File: src/rtl/sdram_delay_pkg.sv
// Shared types and helpers for the SDRAM circular audio delay line.
// The sat16 helper is used only when SDRAM_DELAY_FEEDBACK_EN is defined.
package sdram_delay_pkg;

    localparam int DEFAULT_DATA_W = 16;

    typedef enum logic [1:0] {
        IDLE  = 2'd0,
        READ  = 2'd1,
        WRITE = 2'd2,
        DONE  = 2'd3
    } state_t;

    // Clamp a 17-bit signed sum into the 16-bit signed sample range.
    function automatic logic signed [15:0] sat16(input logic signed [16:0] x);
        if (x > 17'sd32767)
            return 16'sh7fff;
        else if (x < -17'sd32768)
            return 16'sh8000;
        else
            return x[15:0];
    endfunction

endpackage

File: src/rtl/sdram_delay_ptr.sv
// Buffer bookkeeping for the delay line: write pointer, fill level,
// clamped delay and the derived read pointer.
module sdram_delay_ptr #(
    parameter int DEPTH_LOG2 = 20
) (
    input  logic                  clk,
    input  logic                  rst,
    input  logic                  load,
    input  logic                  advance,
    input  logic [DEPTH_LOG2-1:0] delay,
    output logic [DEPTH_LOG2-1:0] wr_ptr,
    output logic [DEPTH_LOG2-1:0] rd_ptr,
    output logic [DEPTH_LOG2-1:0] d,
    output logic [DEPTH_LOG2-1:0] fill_cnt,
    output logic                  mute
);

    localparam logic [DEPTH_LOG2-1:0] FILL_MAX = '1;
    localparam logic [DEPTH_LOG2-1:0] ONE      = DEPTH_LOG2'(1);

    // delay is DEPTH_LOG2 bits wide, so only the lower clamp bound can bite.
    always_ff @(posedge clk or posedge rst) begin
        if (rst) begin
            wr_ptr   <= '0;
            fill_cnt <= '0;
            d        <= '0;
        end else begin
            if (load)
                d <= (delay == '0) ? ONE : delay;
            if (advance) begin
                wr_ptr <= wr_ptr + ONE;
                if (fill_cnt != FILL_MAX)
                    fill_cnt <= fill_cnt + ONE;
            end
        end
    end

    // Natural DEPTH_LOG2-bit wrap gives the modulo-DEPTH subtraction.
    assign rd_ptr = wr_ptr - d;
    // Words not yet written since reset must never reach the output.
    assign mute   = (d > fill_cnt);

endmodule

File: src/rtl/sdram_delay_line.sv
// Avalon-MM master using SDRAM as a circular audio delay buffer: read the
// delayed sample, write the new one. Optional feedback: SDRAM_DELAY_FEEDBACK_EN.
module sdram_delay_line
    import sdram_delay_pkg::*;
#(
    parameter int                ADDR_W     = 26,
    parameter int                DATA_W     = DEFAULT_DATA_W,
    parameter logic [ADDR_W-1:0] BASE_ADDR  = '0,
    parameter int                DEPTH_LOG2 = 20
) (
    input  logic                  clk,
    input  logic                  reset,
    input  logic [DATA_W-1:0]     in_sample,
    input  logic                  in_valid,
    input  logic [DEPTH_LOG2-1:0] delay,
    output logic [DATA_W-1:0]     out_sample,
    output logic                  out_valid,
    output logic                  busy,
    output logic                  overrun,
    output logic [ADDR_W-1:0]     master_address,
    output logic                  master_read,
    output logic                  master_write,
    output logic [DATA_W-1:0]     master_writedata,
    input  logic [DATA_W-1:0]     master_readdata,
    input  logic                  master_waitrequest,
    output logic [1:0]            state_dbg
);

    // Avalon handshake: a request (master_read or master_write) is held with
    // constant address/data until a cycle where master_waitrequest is low;
    // that cycle completes the transfer and, for reads, carries readdata.

    state_t state, state_next;

    logic signed [DATA_W-1:0] s_in;
    logic signed [DATA_W-1:0] rd_data;
    logic signed [DATA_W-1:0] out_q;
    logic signed [DATA_W-1:0] wdata;

    logic [DEPTH_LOG2-1:0] wr_ptr, rd_ptr, d, fill_cnt;
    logic                  mute;
    logic                  accept;
    logic                  advance;
    logic [ADDR_W-1:0]     rd_addr, wr_addr;

    assign accept  = in_valid && (state == IDLE);
    assign advance = (state == DONE);

    sdram_delay_ptr #(
        .DEPTH_LOG2(DEPTH_LOG2)
    ) u_ptr (
        .clk      (clk),
        .rst      (reset),
        .load     (accept),
        .advance  (advance),
        .delay    (delay),
        .wr_ptr   (wr_ptr),
        .rd_ptr   (rd_ptr),
        .d        (d),
        .fill_cnt (fill_cnt),
        .mute     (mute)
    );

    // Word index to byte address: samples are 16-bit, so step by 2.
    assign rd_addr = BASE_ADDR + ADDR_W'({rd_ptr, 1'b0});
    assign wr_addr = BASE_ADDR + ADDR_W'({wr_ptr, 1'b0});

`ifdef SDRAM_DELAY_FEEDBACK_EN
    logic signed [DATA_W-1:0] masked_rd;
    logic signed [DATA_W:0]   fb_sum;

    assign masked_rd = mute ? '0 : rd_data;
    assign fb_sum    = {s_in[DATA_W-1], s_in}
                     + {{2{masked_rd[DATA_W-1]}}, masked_rd[DATA_W-1:1]};
    assign wdata     = sat16(fb_sum);
`else
    assign wdata = s_in;
`endif

    always_ff @(posedge clk or posedge reset) begin
        if (reset) begin
            state   <= IDLE;
            s_in    <= '0;
            rd_data <= '0;
            out_q   <= '0;
        end else begin
            state <= state_next;
            if (accept)
                s_in <= in_sample;
            if (state == READ && !master_waitrequest)
                rd_data <= master_readdata;
            // Output updates as DONE is entered and holds until the next DONE.
            if (state == WRITE && !master_waitrequest)
                out_q <= mute ? '0 : rd_data;
        end
    end

    always_comb begin
        state_next       = state;
        master_read      = 1'b0;
        master_write     = 1'b0;
        master_address   = '0;
        master_writedata = '0;
        case (state)
            IDLE: begin
                if (in_valid)
                    state_next = READ;
            end
            READ: begin
                master_read    = 1'b1;
                master_address = rd_addr;
                if (!master_waitrequest)
                    state_next = WRITE;
            end
            WRITE: begin
                master_write     = 1'b1;
                master_address   = wr_addr;
                master_writedata = wdata;
                if (!master_waitrequest)
                    state_next = DONE;
            end
            DONE: begin
                state_next = IDLE;
            end
            default: state_next = IDLE;
        endcase
    end

    assign out_sample = out_q;
    assign out_valid  = (state == DONE);
    assign busy       = (state != IDLE);
    assign overrun    = in_valid && (state != IDLE);
    assign state_dbg  = state;

endmodule
File: config.mk
export PLATFORM = sky130hd
export DESIGN_NAME = sdram_delay_line
export DESIGN_NICKNAME = d
export VERILOG_FILES = /design/src/rtl/sdram_delay_pkg.sv /design/src/rtl/sdram_delay_ptr.sv /design/src/rtl/sdram_delay_line.sv
export SDC_FILE = /design/constraint.sdc
export NUM_CORES = 1
export LEC_CHECK = 0
export BUFFER_PORTS_ARGS = -buffer_cell sky130_fd_sc_hd__buf_2
export CAP_MARGIN = 40
export CORE_MARGIN = 2
export CORE_UTILIZATION = 51
export CTS_CLUSTER_DIAMETER = 120
export DETAILED_ROUTE_END_ITERATION = 8
export GPL_ROUTABILITY_DRIVEN = 0
export PLACE_DENSITY = 0.78
export SLEW_MARGIN = 20
export SYNTH_ARGS = -nofsm -noshare
export SYNTH_HDL_FRONTEND = slang
export SYNTH_SLANG_ARGS = --single-unit
File: constraint.sdc
create_clock -name clk -period 3.24 [get_ports clk]
set_clock_uncertainty 0.2 [all_clocks]
set_input_delay 0.162 -clock clk [delete_from_list [all_inputs] [get_ports clk]]
set_output_delay 0.162 -clock clk [all_outputs]
set_load 0.05 [all_outputs]
==> impl_metrics.env, run 1 <==
export IMPL_synthTopCellsByCount="dfrtp_1, mux2_2, inv_1"
export IMPL_design_area_um2=8213
export IMPL_cts_root_buf="clkbuf_16"
export IMPL_clk_pin_slew_ns=0.08
export IMPL_r2r_slack_ns=0.49
export IMPL_synth_ff_type="dfrtp_1"
export IMPL_slew_violations=0
export IMPL_violations="negative setup slack"
export IMPL_synthArstFlopShare_pct=100.0
export IMPL_finalSetupViolCount=1
export IMPL_finalHoldViolations=0
export IMPL_yosysTopAreaCell="dfrtp_1"
export IMPL_yosysSeqAreaShare_pct=43.68
export IMPL_required_ns=2.88
export IMPL_wl_per_cell_um=17.15
export IMPL_final_util_pct=68.09
export IMPL_dp_hpwl_um=11150
export IMPL_fill_cells=857
export IMPL_coreArea_um2=12060
export IMPL_critPathKind="reg2out"
export IMPL_layout_min_cycle_time_ns=3.258
export IMPL_synth_distinct_cells=44
export IMPL_grt_max_degree=45
export IMPL_cts_sinks=110
export IMPL_hold_depth=3
export IMPL_syn_area_um2=6302
export IMPL_nNetsFinal=898
export IMPL_area_growth_pct=30.32
export IMPL_via_per_inst=5.504
export IMPL_max_slew_margin_pct=51.90
export IMPL_layout_drive_gt1_share_pct=29.34
export IMPL_hold_class="in2reg"
export IMPL_clkLatencyLatePin_ns=0.36
export IMPL_synth_top_cells_by_area="dfrtp_1, mux2_2, ha_1"
export IMPL_max_freq_mhz=306.9
export IMPL_firstDrtPassIters=5
export IMPL_end_kind="output pin"
export IMPL_avgSynthCellArea_um2=10.28
export IMPL_grt_pass1_vias=5553
export IMPL_detail_route_antenna_nets=0
export IMPL_port_buffers=114
export IMPL_die_area_um2=13260
export IMPL_multi_input_area_um2=3431
export IMPL_cts_tree="done"
export IMPL_die_height_um=115.2
export IMPL_reg2reg_depth=12
export IMPL_std_cell_rows=40
export IMPL_tightest_slew_ns=0.7159
export IMPL_fin_ws_ns=-0.01811
export IMPL_r2r_end="out_sample[0]$_DFFE_PP0P_"
export IMPL_critPathMaxFanout=3
export IMPL_holdCritStartpoint="in_valid"
export IMPL_seq_area_um2=2756
export IMPL_drt_wl_total_um=16620
export IMPL_ctsLongestPathBuffers=2
export IMPL_p_per_area_nw_per_um2=952.5
export IMPL_fin_crit_sh_pct=100.6
export IMPL_num_antenna_cells=0
export IMPL_htreeDepth=3
export IMPL_synth_edf_count=0
export IMPL_start_util_pct=52.25
export IMPL_yosysMostFrequentCell="dfrtp_1"
export IMPL_rsz0062_at_grt="yes"
export IMPL_cp_start_kind="register"
export IMPL_arrival_ns=2.90
export IMPL_die_w_um=115.2
export IMPL_ir_drop_mv=0.6661
export IMPL_drc=0
export IMPL_status="finished, violations left"
export IMPL_grt_first_pass_wirelength_um=26530
export IMPL_maxCapViolCount=0
export IMPL_p_leak_nw=3.924
export IMPL_yosysWarnings=0
export IMPL_drt_initial_drc_count=333
export IMPL_numCtsBuffers=9
export IMPL_syn_inst=613
export IMPL_yosysTopAreaCellShare_pct=43.68
export IMPL_min_to="state_dbg[0]$_DFFE_PP0P_"
export IMPL_crit_reg2reg_launch="u_ptr.d[1]$_DFFE_PP0P_"
export IMPL_antenna_found_initial=0
export IMPL_dpl_cell_area_um2=7114
export IMPL_via_count=5333
export IMPL_overflow=0
export IMPL_ios=121
export IMPL_track_usage_pct=25.71
export IMPL_synth_seq_cells=110
==> worst max path at each step <==
stage	cells after the start	end	slack, ns	start
after floorplan	11	master_address[19]	0.009	u_ptr.wr_ptr[0]$_DFFE_PP0P_
after global placement	11	master_address[19]	0.17	u_ptr.d[0]$_DFFE_PP0P_
after detailed placement	11	master_address[19]	0.07	u_ptr.d[0]$_DFFE_PP0P_
after CTS	12	master_address[19]	-0.02	u_ptr.wr_ptr[0]$_DFFE_PP0P_
after global routing	11	master_address[19]	-0.12	u_ptr.d[0]$_DFFE_PP0P_
final	11	master_address[19]	-0.02	u_ptr.d[0]$_DFFE_PP0P_
==> flip-flops by register name, summed over array words and instances (netlist names) <==
name and flops:
out_sample 16, rd_data 16, s_in 16, state_dbg 2
u_ptr.d 20, u_ptr.fill_cnt 20, u_ptr.wr_ptr 20
==> layer usage <==
| metal | vias to the layer above | GRT usage, % | part of all wire (%) |
|---|---|---|---|
| li1 | 2480 | - | - |
| met1 | 2627 | 29.25 | 41 |
| met2 | 186 | 45.69 | 51 |
| met3 | 40 | 7.380 | 5.9 |
| met4 | 0 | 9.960 | 2.5 |
| met5 | - | 0 | 0 |
==> critical path: stages (launching register included) <==
cell and delay [ns]:
dfrtp_1 0.41, ha_4 0.18, fa_2 0.38, nor2b_2 0.17
o2111ai_2 0.17, a31oi_4 0.23, a41oi_2 0.18, o2bb2ai_4 0.21
o21ai_2 0.15, xnor2_1 0.08, o21ai_1 0.18, buf_6 0.19
==> cell type report <==
class / count / share of cell area [%]
Multi-Input combinational cell: 439 / 41.77
Sequential cell: 110 / 33.56
Timing Repair Buffer: 190 / 16.26
Tap cell: 168 / 2.559
Inverter: 46 / 2.148
Clock buffer: 9 / 2.742
Clock inverter: 7 / 0.9598
==> metrics by stage <==
step           TNS [ns]  hold slack (ns)  total power, mW  setup slack, ns  instances
6_report       -0.01811          0.03447            7.823         -0.01811        969
5_1_grt         -0.3033          0.07933            8.277          -0.1222        969
2_1_floorplan         0           0.1126            5.296         0.008580        618
3_5_place_dp          0         -0.07542            6.257          0.06875        889
4_1_cts        -0.01517          0.02458            7.652         -0.01517        967
3_3_place_gp          0           0.1943            6.082           0.1666        887
==> kinds of logic after synthesis <==
kind of cell               share of synthesized area (%)
adders and majority gates                          9.252
and+or+nand+nor                                    14.04
muxes                                              11.83
DFF                                                43.68
buffers and inverters                              4.507
AOI/OAI and AO/OA                                  9.133
other                                            0.05950
xor gates and xnor gates                           7.505
==> cells in the final DEF (no fill, tap or decap), drive strengths merged, types with 4 or more instances in the layout <==
master and instances:
a211oi 4, a21o 15, a21oi 24, a22oi 5
and2 19, buf 133, clkbuf 12, conb 6
dfrtp 110, dlygate4sd3 54, ha 45, inv 48
mux2 52, mux2i 16, nand2 43, nand2b 5
nand3 16, nand4 18, nor2 35, nor2b 12
nor3 8, nor4 8, o21a 4, o21ai 26
xnor2 39, xor2 15
==> report_power, final <==
| group | leakage [nW] | internal [mW] | switching (mW) |
|---|---|---|---|
| Sequential | 1.38 | 1.86 | 0.372 |
| Clock | 0.147 | 0.550 | 0.571 |
| Combinational | 2.39 | 1.68 | 2.78 |
==> repair_timing <==
| item | 4_1_cts | 5_1_grt |
|---|---|---|
| pin swaps | 8 | 6 |
| hold endpoints to repair | 163 | 0 |
| hold buffers | 54 | 0 |
| cloned | 0 | 0 |
| gates resized for setup | 23 | 22 |
| buffers inserted | 8 | 2 |
| endpoints found under the setup margin | 7 | 9 |
Note: power is estimated with default switching activity, not from simulation.
==> run 2, diff against run 1 <==
- CORE_ASPECT_RATIO: default -> 0.5
- PLACE_DENSITY: 0.78 -> 0.75
==> run 2 against run 1 <==
  * The flow still finishes with violations (negative setup slack)
  * Global-route usage down 2.2 points
  * Flip-flop and latch count unchanged
  * Worst hold slack worse by 0.0023 ns
  * Total power down 0.30%
  * Design area up 1.1%
  * Clock power about the same
  * Sequential share of layout area down 0.37 points
  * Core utilization up 1.4 points
  * Via count down 3.1%
  * Register-to-register slack better by 0.05 ns
  * Combinational power about the same
  * Sequential power about the same
  * Largest power group unchanged
==> impl_metrics.env, run 2 (synthesis results as in run 1) <==
export IMPL_cp_start_kind="register"
export IMPL_dp_hpwl_um=10430
export IMPL_dpl_cell_area_um2=7114
export IMPL_power_total_mw=7.800
export IMPL_hold_class="in2reg"
export IMPL_wl_per_cell_um=15.68
export IMPL_clk_pin_slew_ns=0.08
export IMPL_numCtsBuffers=9
export IMPL_p_leak_nw=3.962
export IMPL_detail_route_antenna_nets=0
export IMPL_htreeDepth=3
export IMPL_cts_sinks=110
export IMPL_fin_ws_ns=-0.01471
export IMPL_slew_violations=0
export IMPL_firstDrtPassIters=5
export IMPL_r2r_end="out_sample[11]$_DFFE_PP0P_"
export IMPL_fin_crit_sh_pct=100.5
export IMPL_track_usage_pct=23.55
export IMPL_finalSetupViolCount=1
export IMPL_nNetsFinal=903
export IMPL_p_per_area_nw_per_um2=939.2
export IMPL_die_area_um2=13320
export IMPL_area_growth_pct=31.76
export IMPL_min_to="state_dbg[0]$_DFFE_PP0P_"
export IMPL_ios=121
export IMPL_arrival_ns=2.89
export IMPL_layout_min_cycle_time_ns=3.255
export IMPL_critPathKind="reg2out"
export IMPL_layout_drive_gt1_share_pct=30.02
export IMPL_start_util_pct=52.75
export IMPL_antenna_found_initial=0
export IMPL_maxCapViolCount=0
export IMPL_max_slew_margin_pct=51.38
export IMPL_die_w_um=161.2
export IMPL_cts_tree="done"
export IMPL_coreArea_um2=11950
export IMPL_violations="negative setup slack"
export IMPL_crit_reg2reg_launch="u_ptr.d[1]$_DFFE_PP0P_"
export IMPL_tightest_slew_ns=0.7237
export IMPL_holdCritStartpoint="in_valid"
export IMPL_required_ns=2.88
export IMPL_layout_common_cells="dfrtp_1, buf_2, dlygate4sd3_1"
export IMPL_port_buffers=114
export IMPL_grt_pass1_vias=5151
export IMPL_status="finished, violations left"
export IMPL_ir_drop_mv=0.5171
export IMPL_std_cell_rows=28
export IMPL_design_area_um2=8304
export IMPL_r2r_slack_ns=0.54
export IMPL_end_kind="output pin"
export IMPL_max_freq_mhz=307.2
export IMPL_ctsLongestPathBuffers=2
export IMPL_hold_depth=3
export IMPL_cts_root_buf="clkbuf_16"
export IMPL_drt_initial_drc_count=299
export IMPL_die_height_um=82.61
export IMPL_final_util_pct=69.51
export IMPL_grt_max_degree=69
export IMPL_rsz0062_at_grt="yes"
export IMPL_via_per_inst=5.322
export IMPL_drc=0
export IMPL_fill_cells=860
export IMPL_drt_wl_total_um=15230
export IMPL_reg2reg_depth=12
export IMPL_finalHoldViolations=0
export IMPL_critPathMaxFanout=3
export IMPL_num_antenna_cells=0
export IMPL_overflow=0
export IMPL_clkLatencyLatePin_ns=0.35
export IMPL_via_count=5168
export IMPL_final_common_cell="dfrtp_1"
export IMPL_final_cells=971
export IMPL_dpl_cell_count=886
export IMPL_top_regs="u_ptr.d (20), u_ptr.fill_cnt (20), u_ptr.wr_ptr (20)"
export IMPL_grt_first_pass_wirelength_um=24890
-- run 2: final cells by class --
| class | instances | area (µm²) | area share, % |
|---|---|---|---|
| Clock inverter | 7 | 83.83 | 1.009 |
| Multi-Input combinational cell | 439 | 3472 | 41.81 |
| Tap cell | 165 | 206.4 | 2.486 |
| Sequential cell | 110 | 2756 | 33.19 |
| Inverter | 46 | 176.4 | 2.124 |
| Clock buffer | 9 | 225.2 | 2.712 |
| Timing Repair Buffer | 195 | 1384 | 16.66 |
-- run 2: report_power, final --
group | internal, mW | switching [mW]
combinational | 1.74 | 2.71
clock | 0.559 | 0.583
sequential | 1.86 | 0.347
-- run 2: stage by stage --
step / hold slack (ns) / setup WS (ns) / TNS (ns)
4_1_cts: 0.03489 / 0.003449 / 0
2_1_floorplan: 0.1126 / 0.008580 / 0
5_1_grt: 0.08929 / -0.1496 / -0.5732
3_5_place_dp: -0.07591 / 0.1091 / 0
6_report: 0.03213 / -0.01471 / -0.01471
3_3_place_gp: 0.1937 / 0.1720 / 0
-- run 2: metal layers --
layer,track usage [%],share of wire (%),vias to the layer above
met5,0,0,-
met4,5.893,1.0,0
met3,5.195,5.5,19
met2,41.24,48,133
met1,30.38,46,2529
li1,-,-,2487
-- run 2: worst max path at each step --
| stage | start | slack, ns | depth (start not counted) | to |
|---|---|---|---|---|
| 5_1_grt | u_ptr.wr_ptr[0]$_DFFE_PP0P_ | -0.15 | 12 | master_address[19] |
| 2_1_floorplan | u_ptr.wr_ptr[0]$_DFFE_PP0P_ | 0.009 | 11 | master_address[19] |
| 6_report | u_ptr.wr_ptr[0]$_DFFE_PP0P_ | -0.01 | 12 | master_address[19] |
| 3_3_place_gp | u_ptr.d[0]$_DFFE_PP0P_ | 0.17 | 11 | master_address[19] |
| 4_1_cts | u_ptr.d[0]$_DFFE_PP0P_ | 0.003 | 11 | master_address[19] |
| 3_5_place_dp | u_ptr.d[0]$_DFFE_PP0P_ | 0.11 | 11 | master_address[19] |
-- run 2: critical path: stages, from the launching register on --
cell and delay [ns]:
dfrtp_1 0.35, inv_1 0.05, ha_2 0.20, fa_2 0.42, nor2b_4 0.17, o2111ai_4 0.15, a31oi_4 0.22, a41oi_2 0.19
o2bb2ai_4 0.21, o21ai_2 0.14, xnor2_1 0.08, o21ai_1 0.18, buf_6 0.19
-- run 2: timing repair --
action / in CTS / in global routing
pin swaps: 3 / 18
setup buffers: 4 / 11
endpoints found under the setup margin: 4 / 10
hold buffers: 54 / 0
gates resized for setup: 18 / 33
hold endpoints to repair: 163 / 0
